**src/rtl/arb8way16_if.sv**
```systemverilog
// Bundles arb8way16 request/data inputs and output-word handshake; the arbiter takes the master modport.
// Build-time macro ARB_LOCK_EN adds the per-slot lock input.
interface arb8way16_if #(
    parameter int WIDTH   = 16,
    parameter int COUNT_W = 16
);
    logic [7:0]         req;
    logic [8*WIDTH-1:0] data_in;
    logic [7:0]         ack;
    logic [7:0]         grant;
    logic [2:0]         sel;
    logic [WIDTH-1:0]   out_data;
    logic               out_valid;
    logic               out_ready;
    logic [COUNT_W-1:0] xfer_count;
`ifdef ARB_LOCK_EN
    logic [7:0]         lock;

    modport master (
        input  req, data_in, out_ready, lock,
        output ack, grant, sel, out_data, out_valid, xfer_count
    );
    modport slave (
        output req, data_in, out_ready, lock,
        input  ack, grant, sel, out_data, out_valid, xfer_count
    );
`else
    modport master (
        input  req, data_in, out_ready,
        output ack, grant, sel, out_data, out_valid, xfer_count
    );
    modport slave (
        output req, data_in, out_ready,
        input  ack, grant, sel, out_data, out_valid, xfer_count
    );
`endif
endinterface

```
**src/rtl/arb8way16.sv**
```systemverilog
// Round-robin 8-way arbiter capturing the winner's word onto one valid/ready output bus.
// Latency: req -> out_valid one cycle; back-to-back grants when another slot waits at accept.
// Backpressure: word, grant and sel hold while out_ready is low. Macro ARB_LOCK_EN adds slot locking.
module arb8way16 #(
    parameter int WIDTH   = 16,
    parameter int COUNT_W = 16
) (
    input  logic           clk,
    input  logic           rst,
    arb8way16_if.master    bus
);
    typedef enum logic {
        IDLE = 1'b0,
        BUSY = 1'b1
    } state_t;

    state_t             r_state;
    logic [2:0]         r_ptr;
    logic [7:0]         r_grant;
    logic [2:0]         r_sel;
    logic [WIDTH-1:0]   r_out_data;
    logic               r_out_valid;
    logic [COUNT_W-1:0] r_xfer_count;

    state_t             w_state_nxt;
    logic [2:0]         w_ptr_nxt;
    logic [7:0]         w_grant_nxt;
    logic [2:0]         w_sel_nxt;
    logic [WIDTH-1:0]   w_data_nxt;
    logic               w_valid_nxt;
    logic [COUNT_W-1:0] w_count_nxt;

    logic               w_accept;
    logic               w_lock_hit;
    logic [2:0]         w_base;
    logic [7:0]         w_arb_req;
    logic [2:0]         w_idx;
    logic               w_found;
    logic [2:0]         w_win;
    logic [2:0]         w_load_idx;
    logic [WIDTH-1:0]   w_words [8];

    assign w_accept = r_out_valid & bus.out_ready;

`ifdef ARB_LOCK_EN
    assign w_lock_hit = w_accept & bus.lock[r_sel] & bus.req[r_sel];
`else
    assign w_lock_hit = 1'b0;
`endif

    // While busy, the next search starts just past the slot being served and skips it.
    assign w_base    = (r_state == BUSY) ? (r_sel + 3'd1) : r_ptr;
    assign w_arb_req = bus.req & ~((r_state == BUSY) ? r_grant : 8'h00);

    always_comb begin
        w_found = 1'b0;
        w_win   = 3'd0;
        w_idx   = 3'd0;
        // Descending scan so the slot nearest the base is written last and wins.
        for (int k = 7; k >= 0; k--) begin
            w_idx = w_base + 3'(k);
            if (w_arb_req[w_idx]) begin
                w_found = 1'b1;
                w_win   = w_idx;
            end
        end
    end

    always_comb begin
        for (int k = 0; k < 8; k++) begin
            w_words[k] = bus.data_in[k*WIDTH +: WIDTH];
        end
    end

    assign w_load_idx = w_lock_hit ? r_sel : w_win;

    always_comb begin
        w_state_nxt = r_state;
        w_ptr_nxt   = r_ptr;
        w_grant_nxt = r_grant;
        w_sel_nxt   = r_sel;
        w_data_nxt  = r_out_data;
        w_valid_nxt = r_out_valid;
        w_count_nxt = r_xfer_count;
        case (r_state)
            IDLE: begin
                if (w_found) begin
                    w_state_nxt = BUSY;
                    w_grant_nxt = 8'h01 << w_win;
                    w_sel_nxt   = w_win;
                    w_data_nxt  = w_words[w_win];
                    w_valid_nxt = 1'b1;
                end
            end
            BUSY: begin
                if (w_accept) begin
                    w_count_nxt = r_xfer_count + COUNT_W'(1);
                    if (!w_lock_hit) begin
                        w_ptr_nxt = r_sel + 3'd1;
                    end
                    if (w_lock_hit || w_found) begin
                        w_grant_nxt = 8'h01 << w_load_idx;
                        w_sel_nxt   = w_load_idx;
                        w_data_nxt  = w_words[w_load_idx];
                        w_valid_nxt = 1'b1;
                    end else begin
                        w_state_nxt = IDLE;
                        w_grant_nxt = 8'h00;
                        w_valid_nxt = 1'b0;
                    end
                end
            end
            default: begin
                w_state_nxt = IDLE;
            end
        endcase
    end

    always_ff @(posedge clk) begin
        if (rst) begin
            r_state      <= IDLE;
            r_ptr        <= 3'd0;
            r_grant      <= 8'h00;
            r_sel        <= 3'd0;
            r_out_data   <= '0;
            r_out_valid  <= 1'b0;
            r_xfer_count <= '0;
        end else begin
            r_state      <= w_state_nxt;
            r_ptr        <= w_ptr_nxt;
            r_grant      <= w_grant_nxt;
            r_sel        <= w_sel_nxt;
            r_out_data   <= w_data_nxt;
            r_out_valid  <= w_valid_nxt;
            r_xfer_count <= w_count_nxt;
        end
    end

    // A word caught by reset is dropped, so no ack may escape in that cycle.
    assign bus.ack        = (w_accept && !rst) ? r_grant : 8'h00;
    assign bus.grant      = r_grant;
    assign bus.sel        = r_sel;
    assign bus.out_data   = r_out_data;
    assign bus.out_valid  = r_out_valid;
    assign bus.xfer_count = r_xfer_count;

endmodule

```
**src/flat_wrapper.sv**
```systemverilog
// flat-port wrapper written by rule: the top's interface ports become plain ports
module arb8way16_flat 
#(
    parameter int WIDTH   = 16,
    parameter int COUNT_W = 16
)
  (clk, rst, bus_req, bus_data_in, bus_out_ready, bus_ack, bus_grant, bus_sel, bus_out_data, bus_out_valid, bus_xfer_count);
  arb8way16_if #(.WIDTH(WIDTH), .COUNT_W(COUNT_W)) bus_i ();
  input  logic clk;
  input  logic rst;
  input wire logic [$bits(bus_i.req)-1:0] bus_req;
  input wire logic [$bits(bus_i.data_in)-1:0] bus_data_in;
  input wire logic [$bits(bus_i.out_ready)-1:0] bus_out_ready;
  output wire logic [$bits(bus_i.ack)-1:0] bus_ack;
  output wire logic [$bits(bus_i.grant)-1:0] bus_grant;
  output wire logic [$bits(bus_i.sel)-1:0] bus_sel;
  output wire logic [$bits(bus_i.out_data)-1:0] bus_out_data;
  output wire logic [$bits(bus_i.out_valid)-1:0] bus_out_valid;
  output wire logic [$bits(bus_i.xfer_count)-1:0] bus_xfer_count;
  assign bus_i.req = bus_req;
  assign bus_i.data_in = bus_data_in;
  assign bus_i.out_ready = bus_out_ready;
  assign bus_ack = bus_i.ack;
  assign bus_grant = bus_i.grant;
  assign bus_sel = bus_i.sel;
  assign bus_out_data = bus_i.out_data;
  assign bus_out_valid = bus_i.out_valid;
  assign bus_xfer_count = bus_i.xfer_count;
  arb8way16 #(.WIDTH(WIDTH), .COUNT_W(COUNT_W)) u_core (.clk(clk), .rst(rst), .bus(bus_i));
endmodule
```
**config.mk**
```make
export PLATFORM = sky130hd
export DESIGN_NAME = arb8way16_flat
export DESIGN_NICKNAME = d
export VERILOG_FILES = /design/src/rtl/arb8way16_if.sv /design/src/rtl/arb8way16.sv /design/src/flat_wrapper.sv
export SDC_FILE = /design/constraint.sdc
export NUM_CORES = 1
export LEC_CHECK = 0
export CELL_PAD_IN_SITES_DETAIL_PLACEMENT = 0
export CELL_PAD_IN_SITES_GLOBAL_PLACEMENT = 2
export CORE_MARGIN = 3
export CORE_UTILIZATION = 25
export CTS_BUF_LIST = sky130_fd_sc_hd__clkbuf_4 sky130_fd_sc_hd__clkbuf_8
export DETAILED_ROUTE_END_ITERATION = 10
export GPL_ROUTABILITY_DRIVEN = 1
export PLACE_DENSITY = 0.84
export SLEW_MARGIN = 25
export SYNTH_ARGS = -nofsm -noshare
export SYNTH_HDL_FRONTEND = slang
export SYNTH_SLANG_ARGS = --single-unit
```
**constraint.sdc**
```tcl
create_clock -name clk -period 12.6 [get_ports clk]
set_input_delay 1.26 -clock clk [delete_from_list [all_inputs] [get_ports clk]]
set_output_delay 1.26 -clock clk [all_outputs]
set_load 0.01 [all_outputs]
```
==> results.ini, run 1 <==
[run_status]
status=completed

[worst_setup_path]
crit_arrival_ns=5.37
r2r_start=u_core.r_state$_SDFF_PP0_
startpoint_type=flip-flop
cp_slowest_cell=o211a_2
timing.rr.end=u_core.bus.out_data[14]$_SDFFE_PP0P_
crit_chain=buf_4, nor2b_2, nor2_4, inv_2, ha_1, mux2_2, a221oi_1, a221oi_1, a31oi_1, o31ai_1, a31oi_1, o211a_2, buf_4, mux2i_1, a211o_1, a221oi_1
worstSetupEndpointType=flip-flop
cpMostUsedCell=a221oi_1
crit_type=flip-flop to flip-flop
crit_required_ns=12.84
ff2ff_setup_slack_ns=7.47
path_delay_family=compound AO/OA/AOI/OAI gates
path_buf_inv=3
cp_max_fo=24
slowest_delay_ns=0.63
r2r.worst_path.cells=16

[cts]
htree_levels=2
cts_tree=done
path_clk_slew_ns=0.10
cts_root_buf=clkbuf_8
clock_latency_ns=0.32
post_cts_resized=0
cts.sinks=48
cts_setup_buffers=0
clk_path_buf_depth=2
numCtsBuffers=5
ctsHoldBuffers=0

[sta]
setup_tns_ns=0
setup_viol=0
finalMaxSlewViolations=0
hold_violations=0
rsz0062_at_grt=no
worstMarginPinSlew_ns=0.796
finalCriticalPeriod_ns=5.13
setup_ws_ns=7.47
fmax_mhz=195
slew_headroom=0.470
period_share=0.407
skew_ns=0.00975

[pwr]
powerDensity_nw_per_um2=238
p_seq_frac=0.152
power.internal_mw=0.785
p_total_mw=1.51
power_frac_clock=0.080
switching_share=0.478
total_leakage_power_nw=2.35
ir_drop_uv=131
p_switching_mw=0.720
pwr-share-comb=0.768

[synthesis]
yosysSeqAreaShare=0.229
yosysMostFrequentCell=nor2_1
syn_inst=500
synth_flop_cell=dfxtp_1
synth_top_cell_by_area=dfxtp_1
synth_top_cells_by_area=dfxtp_1 (23%), mux2_2 (10%), mux2i_1 (8.4%)
ys_ff_latch=48
synth_area_um2=4190
synth_edf_count=0
yosys_warnings=0
ys_types=72
avgSynthCellArea_um2=8.38
async_flop_share=0
synth_top_area_frac=0.229
ys_top_cells_by_count=nor2_1 (56), dfxtp_1 (48), mux2_2 (39)
synth_fp_nets=643

[cells_and_area]
design_area_um2=6320
n_antenna_cell=0
synthToLayoutAreaGrowth_pct=50.9
layout.area.seq_um2=961
fill_cells=1640
multi_input_area_um2=3000
drive_gt1_frac=0.130
final_nets=817
final_cells=891

[drt]
drtIter0Drc=355
routed_wl_mm=16.1
drc=0
firstDrtPassIters=5
dr_total_vias=4538
postRouteAntennaNets=0
via_per_inst=5.09
wl_per_cell_um=18.1

[floorplan]
core_area_um2=16100
die_area_um2=18300
top_level_ports=191
die_x_um=135
row_count=46
initial_core_util=0.260
fp.dieH_um=135

[grt]
overflow=0
grt_pass1_vias=4567
grt_use_total=0.169
grt_pass1_wl_mm=24.7
antenna_found_initial=0
grt_max_degree=50

[place]
dpl.hpwl_mm=12.7
placed_area_um2=6200
pre_cts_ws_ns=7.40
dp.cells=883
numPortBuffers=190
gp_congestion=0.889

[run]
max_cap_violations=0

[min_path]
holdPathStages=2
hold_class=flip-flop to flip-flop
hp-start=u_core.r_ptr[1]$_SDFFE_PP0P_
whs_endpoint=u_core.r_ptr[1]$_SDFFE_PP0P_

[cell usage in the layout (no fill, tap or decap), types with 3 or more instances in the layout]
master and instances:
clkdlybuf4s50_1 189, nor2_1 56, dfxtp_1 48, mux2_2 39, nand2_1 38, mux2i_1 35, a21oi_1 29, nand3_1 17
a211oi_1 14, o21ai_0 13, xor2_1 13, and2_1 12, nor3_1 11, a221oi_1 9, a211o_1 9, o211ai_1 7
a22oi_1 7, a222oi_1 7, nor2b_1 6, and3_1 6, buf_4 6, mux2_4 5, o22ai_1 5, or3_1 5
clkbuf_8 5, nand2b_1 4, inv_1 4, a21boi_0 4, xnor2_1 4, nand4_1 4, ha_1 4, or2_2 3
o32ai_1 3, a21oi_2 3, nor3b_1 3, a31oi_1 3
[flip-flops by register name (all words and copies together) (netlist names)]
signal,count
u_core.r_state,1
u_core.bus.xfer_count,16
u_core.bus.out_data,16
u_core.bus.sel,3
u_core.bus.out_valid,1
u_core.bus.grant,8
u_core.r_ptr,3
[power by group through the flow]
stage                     sequential (mW)  combinational, mW  clock (mW)
after floorplan                     0.234              0.894           0
after global placement              0.233               1.16           0
after detailed placement            0.233               1.16           0
after CTS                           0.230               1.17       0.124
after global routing                0.235               1.25       0.129
final                               0.229               1.16       0.121
[per-layer routing]
layer / track usage / share of wire / up-vias
met5: 0 / 0 / -
met4: 0.0470 / 0.023 / 0
met3: 0.0345 / 0.059 / 24
met2: 0.302 / 0.51 / 150
met1: 0.205 / 0.41 / 2137
li1: - / - / 2227
[worst register-to-register path: cells and delay by family (launching register included)]
kind,cells,cell delay (ns)
adders and majority gates,1,0.50
muxes,2,0.53
buffers and inverters,3,0.88
DFF,1,0.49
AOI/OAI and AO/OA,8,2.32
and+or+nand+nor,2,0.33
[stage by stage]
step                      utilization  hold slack, ns
after floorplan                     -           0.460
after global placement          0.385           0.479
after detailed placement        0.385           0.484
after CTS                       0.392           0.497
after global routing            0.392           0.519
final                           0.392           0.499
[worst max path at each step]
stage	startpoint	endpoint	cells past startpoint
floorplan	u_core.bus.sel[0]$_SDFFE_PP0P_	u_core.bus.out_data[7]$_SDFFE_PP0P_	16
global placement	bus_req[0]	u_core.bus.out_data[15]$_SDFFE_PP0P_	11
detailed placement	bus_req[7]	u_core.bus.out_data[14]$_SDFFE_PP0P_	13
CTS	u_core.r_state$_SDFF_PP0_	u_core.bus.out_data[14]$_SDFFE_PP0P_	16
global route	u_core.r_state$_SDFF_PP0_	u_core.bus.out_data[14]$_SDFFE_PP0P_	16
finish	u_core.r_state$_SDFF_PP0_	u_core.bus.out_data[14]$_SDFFE_PP0P_	16
[area by class of cell]
cell class	instances	area share
multi-input combinational	416	0.475
timing repair buffer	196	0.307
sequential	48	0.152
tap	216	0.0428
clock buffer	5	0.0109
clock inverter	3	0.00733
inverter	7	0.00416
[cell families (layout without fill, tap and decap cells)]
family / count (synthesis) / in the layout / synth area share
AOI/OAI and AO/OA: 140 / 140 / 0.248
muxes: 79 / 79 / 0.206
buffers and inverters: 36 / 211 / 0.0562
xor gates and xnor gates: 18 / 18 / 0.0394
and+or+nand+nor: 175 / 175 / 0.209
adders and majority gates: 4 / 4 / 0.0120
DFF: 48 / 48 / 0.229
(Power assumes the default switching activity.)
==> inputs of run 2 (changes only) <==
CORE_UTILIZATION = 24   (was 25)
PLACE_DENSITY = 0.81   (was 0.84)
clock period = 5.3 ns   (was 12.6 ns; I/O delays follow)
==> results.ini, run 2 (synthesized netlist as in run 1, its figures left out) <==
[worst_setup_path]
cp_max_fo=45  ; +88%
crit_type=flip-flop to flip-flop
crit_arrival_ns=4.86  ; -0.51 ns
crit_required_ns=5.48  ; -7.36 ns
startpoint_type=flip-flop
r2r.worst_path.cells=15  ; -1
worstSetupEndpointType=flip-flop

[drt]
dr_total_vias=4576  ; +0.84%
postRouteAntennaNets=0  ; unchanged
wl_per_cell_um=18.5  ; +2.2%
drtIter0Drc=249  ; -30%
routed_wl_mm=16.6  ; +2.8%
drc=0  ; unchanged
firstDrtPassIters=5  ; unchanged
via_per_inst=5.11  ; +0.27%

[cts]
cts.sinks=48  ; unchanged
cts_setup_buffers=0  ; unchanged
clk_path_buf_depth=2  ; unchanged
htree_levels=2  ; unchanged
cts_root_buf=clkbuf_8
ctsHoldBuffers=0  ; unchanged
clock_latency_ns=0.31  ; about the same
cts_tree=done
path_clk_slew_ns=0.09  ; about the same
post_cts_resized=0  ; unchanged
numCtsBuffers=5  ; unchanged

[run_status]
status=completed

[place]
numPortBuffers=190  ; unchanged
pre_cts_ws_ns=0.649  ; -6.75 ns
gp_congestion=0.889  ; about the same
placed_area_um2=6240  ; +0.61%
dpl.hpwl_mm=13.2  ; +3.8%

[sta]
rsz0062_at_grt=no
fmax_mhz=214  ; +9.6%
skew_ns=0.00744  ; -0.00231 ns
finalCriticalPeriod_ns=4.68  ; -0.452 ns
finalMaxSlewViolations=0  ; unchanged
setup_ws_ns=0.620  ; -6.85 ns
slew_headroom=0.508  ; +0.0388
hold_violations=0  ; unchanged
setup_tns_ns=0  ; unchanged
setup_viol=0  ; unchanged
worstMarginPinSlew_ns=0.734  ; -0.0615 ns
period_share=0.883  ; +0.476

[floorplan]
die_x_um=138  ; +2.0%
fp.dieH_um=138  ; +2.0%
core_area_um2=16800  ; +4.4%
row_count=47  ; +2.2%
top_level_ports=191  ; unchanged
die_area_um2=19100  ; +4.0%
initial_core_util=0.249  ; -0.0109

[cells_and_area]
multi_input_area_um2=3000  ; unchanged
final_nets=818  ; +0.12%
mostFrequentLayoutCells=clkdlybuf4s50_1 (189), nor2_1 (56), dfxtp_1 (48), mux2_2 (39), nand2_1 (38)
final_common_cell=clkdlybuf4s50_1
synthToLayoutAreaGrowth_pct=51.7
design_area_um2=6350  ; +0.53%
layout.area.seq_um2=961  ; unchanged
drive_gt1_frac=0.132  ; +0.00129
n_antenna_cell=0  ; unchanged
fill_cells=1769  ; +7.9%

[grt]
grt_pass1_wl_mm=26.2  ; +6.0%
grt_use_total=0.167  ; -0.00221
overflow=0  ; unchanged
grt_max_degree=50  ; unchanged
grt_pass1_vias=4699  ; +2.9%
antenna_found_initial=0  ; unchanged

[pwr]
ir_drop_uv=437  ; +230%
powerDensity_nw_per_um2=574  ; +140%
total_leakage_power_nw=2.36  ; +0.56%

[run]
max_cap_violations=0  ; unchanged

[min_path]
holdPathStages=2  ; unchanged
hold_class=flip-flop to flip-flop

## run 2: changes by cell type in the layout (fill, tap and decap cells not counted), sizes merged
cell / previous run / this run
buf: 7 / 8
clkinv: 1 / 2
inv: 7 / 6
## run 2: final cells by class
cell class | count | area share
clock inverter | 3 | 0.00670
inverter | 7 | 0.00414
multi-input combinational | 416 | 0.473
sequential | 48 | 0.151
timing repair buffer | 197 | 0.311
clock buffer | 5 | 0.0108
tap | 220 | 0.0433
## run 2: metal layers
metal	routed length, um	vias up	track usage	part of all wire
met2	8510	141	0.301	0.51
met4	198	0	0.0322	0.012
met5	0	-	0	0
li1	-	2230	-	-
met1	7120	2192	0.209	0.43
met3	763	13	0.0294	0.046
## run 2: path summary, 6_finish.rpt
check / slack, ns / end / from
worst min register to register: 0.50 / u_core.bus.out_valid$_SDFFE_PP0P_ / u_core.bus.out_valid$_SDFFE_PP0P_
worst max-delay path: 0.62 / u_core.bus.out_data[0]$_SDFFE_PP0P_ / u_core.r_state$_SDFF_PP0_
worst min-delay path: 0.50 / u_core.bus.out_valid$_SDFFE_PP0P_ / u_core.bus.out_valid$_SDFFE_PP0P_
worst max register to register: 0.62 / u_core.bus.out_data[0]$_SDFFE_PP0P_ / u_core.r_state$_SDFF_PP0_
## run 2: critical path, stage by stage (launching register included)
cell and delay [ns]:
dfxtp_1 0.66, nor2b_2 0.16, nor2_4 0.25, inv_2 0.13
ha_1 0.50, mux2_2 0.38, a221oi_1 0.31, a221oi_1 0.09
a31oi_1 0.33, o31ai_1 0.13, a31oi_1 0.24, o211a_2 0.25
buf_12 0.26, mux2_2 0.37, a222oi_1 0.34, a211oi_1 0.13
## run 2: stage by stage
stage | total power, mW | util | std cells | hold WS [ns]
floorplan | 2.68 | - | 500 | 0.460
global placement | 3.38 | 0.371 | 888 | 0.478
detailed placement | 3.40 | 0.371 | 888 | 0.487
CTS | 3.68 | 0.378 | 896 | 0.502
global route | 3.93 | 0.378 | 896 | 0.523
finish | 3.65 | 0.378 | 896 | 0.497
## run 2: where the power goes
part           leakage [nW]  internal (mW)  switching, mW  total [mW]
clock network        0.0541          0.140          0.134       0.274
logic                  1.92           1.33           1.49        2.82
registers             0.393          0.449          0.103       0.552
total                  2.36           1.92           1.73        3.65
==> inputs of run 3 (changes only) <==
PLACE_DENSITY = 0.92   (was 0.81)
==> results.ini, run 3 (synthesized netlist as in run 1, its figures left out) <==
[drt]
drtIter0Drc=348  ; +40%
firstDrtPassIters=5  ; unchanged
routed_wl_mm=16.3  ; -1.7%
wl_per_cell_um=18.2  ; -1.9%
dr_total_vias=4617  ; +0.90%
postRouteAntennaNets=0  ; unchanged
via_per_inst=5.14  ; +0.67%
drc=0  ; unchanged

[run_status]
status=completed

[worst_setup_path]
crit_type=flip-flop to flip-flop
cp.depth=15  ; unchanged
crit_chain=nor2b_2, nor2_4, inv_2, ha_1, mux2_2, a221oi_1, a221oi_1, a31oi_1, o31ai_1, a31oi_1, o211a_4, buf_12, mux2i_1, a211o_1, a221oi_1
worstSetupEndpointType=flip-flop
timing.rr.end=u_core.bus.out_data[1]$_SDFFE_PP0P_
ff2ff_setup_slack_ns=0.46  ; -0.16 ns
path_delay_family=compound AO/OA/AOI/OAI gates
path_buf_inv=2  ; unchanged
r2r_start=u_core.r_state$_SDFF_PP0_
crit_required_ns=5.51  ; +0.03 ns
cp_max_fo=27  ; -40%
crit_arrival_ns=5.06  ; +0.20 ns
slowest_delay_ns=0.67  ; about the same
r2r.worst_path.cells=15  ; unchanged
cpMostUsedCell=a221oi_1
startpoint_type=flip-flop
cp_slowest_cell=dfxtp_1

[grt]
grt_pass1_wl_mm=25.7  ; -1.9%
antenna_found_initial=0  ; unchanged
grt_max_degree=50  ; unchanged
grt_pass1_vias=4687  ; -0.26%
grt_use_total=0.163  ; -0.00409
overflow=0  ; unchanged

[cts]
path_clk_slew_ns=0.10  ; about the same
ctsHoldBuffers=0  ; unchanged
cts_tree=done
cts_root_buf=clkbuf_8
htree_levels=2  ; unchanged
clock_latency_ns=0.31  ; about the same
clk_path_buf_depth=2  ; unchanged
numCtsBuffers=5  ; unchanged
cts.sinks=48  ; unchanged

[floorplan]
top_level_ports=191  ; unchanged
row_count=47  ; unchanged
core_area_um2=16800  ; unchanged
die_x_um=138  ; unchanged
die_area_um2=19100  ; unchanged
initial_core_util=0.249  ; unchanged
fp.dieH_um=138  ; unchanged

[sta]
fmax_mhz=206  ; -3.4%
period_share=0.914  ; +0.0311
finalCriticalPeriod_ns=4.84  ; +0.165 ns
setup_viol=0  ; unchanged
hold_violations=0  ; unchanged
slew_headroom=0.549  ; +0.0407
fin_hold_ws_ns=0.497  ; +0.000923 ns
setup_ws_ns=0.456  ; -0.165 ns
finalMaxSlewViolations=0  ; unchanged
skew_ns=0.0102  ; +0.00271 ns
rsz0062_at_grt=no
setup_tns_ns=0  ; unchanged
worstMarginPinSlew_ns=0.673  ; -0.0608 ns

[pwr]
powerDensity_nw_per_um2=573  ; -0.16%
p_total_mw=3.66  ; +0.27%
total_leakage_power_nw=2.38  ; +0.62%
ir_drop_uv=388  ; -11%

[cells_and_area]
final_common_cell=clkdlybuf4s50_1
synthToLayoutAreaGrowth_pct=52.3
n_antenna_cell=0  ; unchanged
drive_gt1_frac=0.134  ; +0.00256
mostFrequentLayoutCells=clkdlybuf4s50_1 (189), nor2_1 (56), dfxtp_1 (48), mux2_2 (39), nand2_1 (38)
final_nets=820  ; +0.24%
final_cells=898  ; +0.22%

[run]
max_cap_violations=0  ; unchanged

[place]
numPortBuffers=190  ; unchanged
dp.cells=890  ; +0.23%
pre_cts_ws_ns=0.395  ; -0.254 ns
dpl.hpwl_mm=13.0  ; -1.6%
gp_congestion=0.941  ; +5.9%

[min_path]
whs_endpoint=u_core.bus.out_data[7]$_SDFFE_PP0P_
hp-start=u_core.bus.out_data[7]$_SDFFE_PP0P_
hold_class=flip-flop to flip-flop
holdPathStages=2  ; unchanged

[run 3: cell types whose count changed in the layout (fill, tap and decap cells not counted), sizes merged]
cell and change:
clkinv +1, clkinvlp -1, buf +2
[run 3: how the worst max path moves through the flow]
stage | slack (ns) | from | endpoint
global placement | 0.67 | u_core.r_state$_SDFF_PP0_ | u_core.bus.out_data[6]$_SDFFE_PP0P_
global route | 0.15 | u_core.r_state$_SDFF_PP0_ | u_core.bus.out_data[1]$_SDFFE_PP0P_
finish | 0.46 | u_core.r_state$_SDFF_PP0_ | u_core.bus.out_data[1]$_SDFFE_PP0P_
CTS | 0.34 | u_core.r_state$_SDFF_PP0_ | u_core.bus.out_data[1]$_SDFFE_PP0P_
detailed placement | 0.39 | u_core.r_state$_SDFF_PP0_ | u_core.bus.out_data[1]$_SDFFE_PP0P_
floorplan | 1.16 | u_core.bus.sel[0]$_SDFFE_PP0P_ | u_core.bus.out_data[7]$_SDFFE_PP0P_
[run 3: where the power goes]
part	internal, mW	leakage [nW]	total, mW	switching, mW
sequential	0.449	0.393	0.554	0.105
clock	0.142	0.0583	0.280	0.138
combinational	1.34	1.93	2.82	1.48
total	1.94	2.38	3.66	1.72
[run 3: area by class of cell]
type | instances | area [um2]
well taps | 220 | 275
clock inverters | 3 | 47.5
multi-input cells | 416 | 3010
clock buffers | 5 | 68.8
flip-flops and latches | 48 | 961
fillers | 1739 | 10400
inverters | 7 | 26.3
repair buffers | 199 | 1990
[run 3: routing by layer]
| metal | GRT usage | wire, um | vias up |
|---|---|---|---|
| met5 | 0 | 0 | - |
| met4 | 0.0499 | 396 | 0 |
| met3 | 0.0314 | 986 | 33 |
| met2 | 0.296 | 8470 | 188 |
| met1 | 0.193 | 6460 | 2162 |
| li1 | - | - | 2234 |
[run 3: stage by stage]
stage / util / cell area [um2]
4_1_cts: 0.379 / 6370
2_1_floorplan: - / 4190
6_report: 0.379 / 6380
5_1_grt: 0.379 / 6380
3_3_place_gp: 0.372 / 6250
3_5_place_dp: 0.372 / 6250
[run 3: worst min-delay path, stage by stage (launching register included)]
cell,delay [ns]
dfxtp_1,0.32
nor2_1,0.09
a211oi_1,0.04
[run 3: what timing repair did]
action	in CTS	in global routing
hold endpoints to repair	0	0
buffers inserted	0	0
setup endpoints to repair	0	1
gates resized for setup	0	1
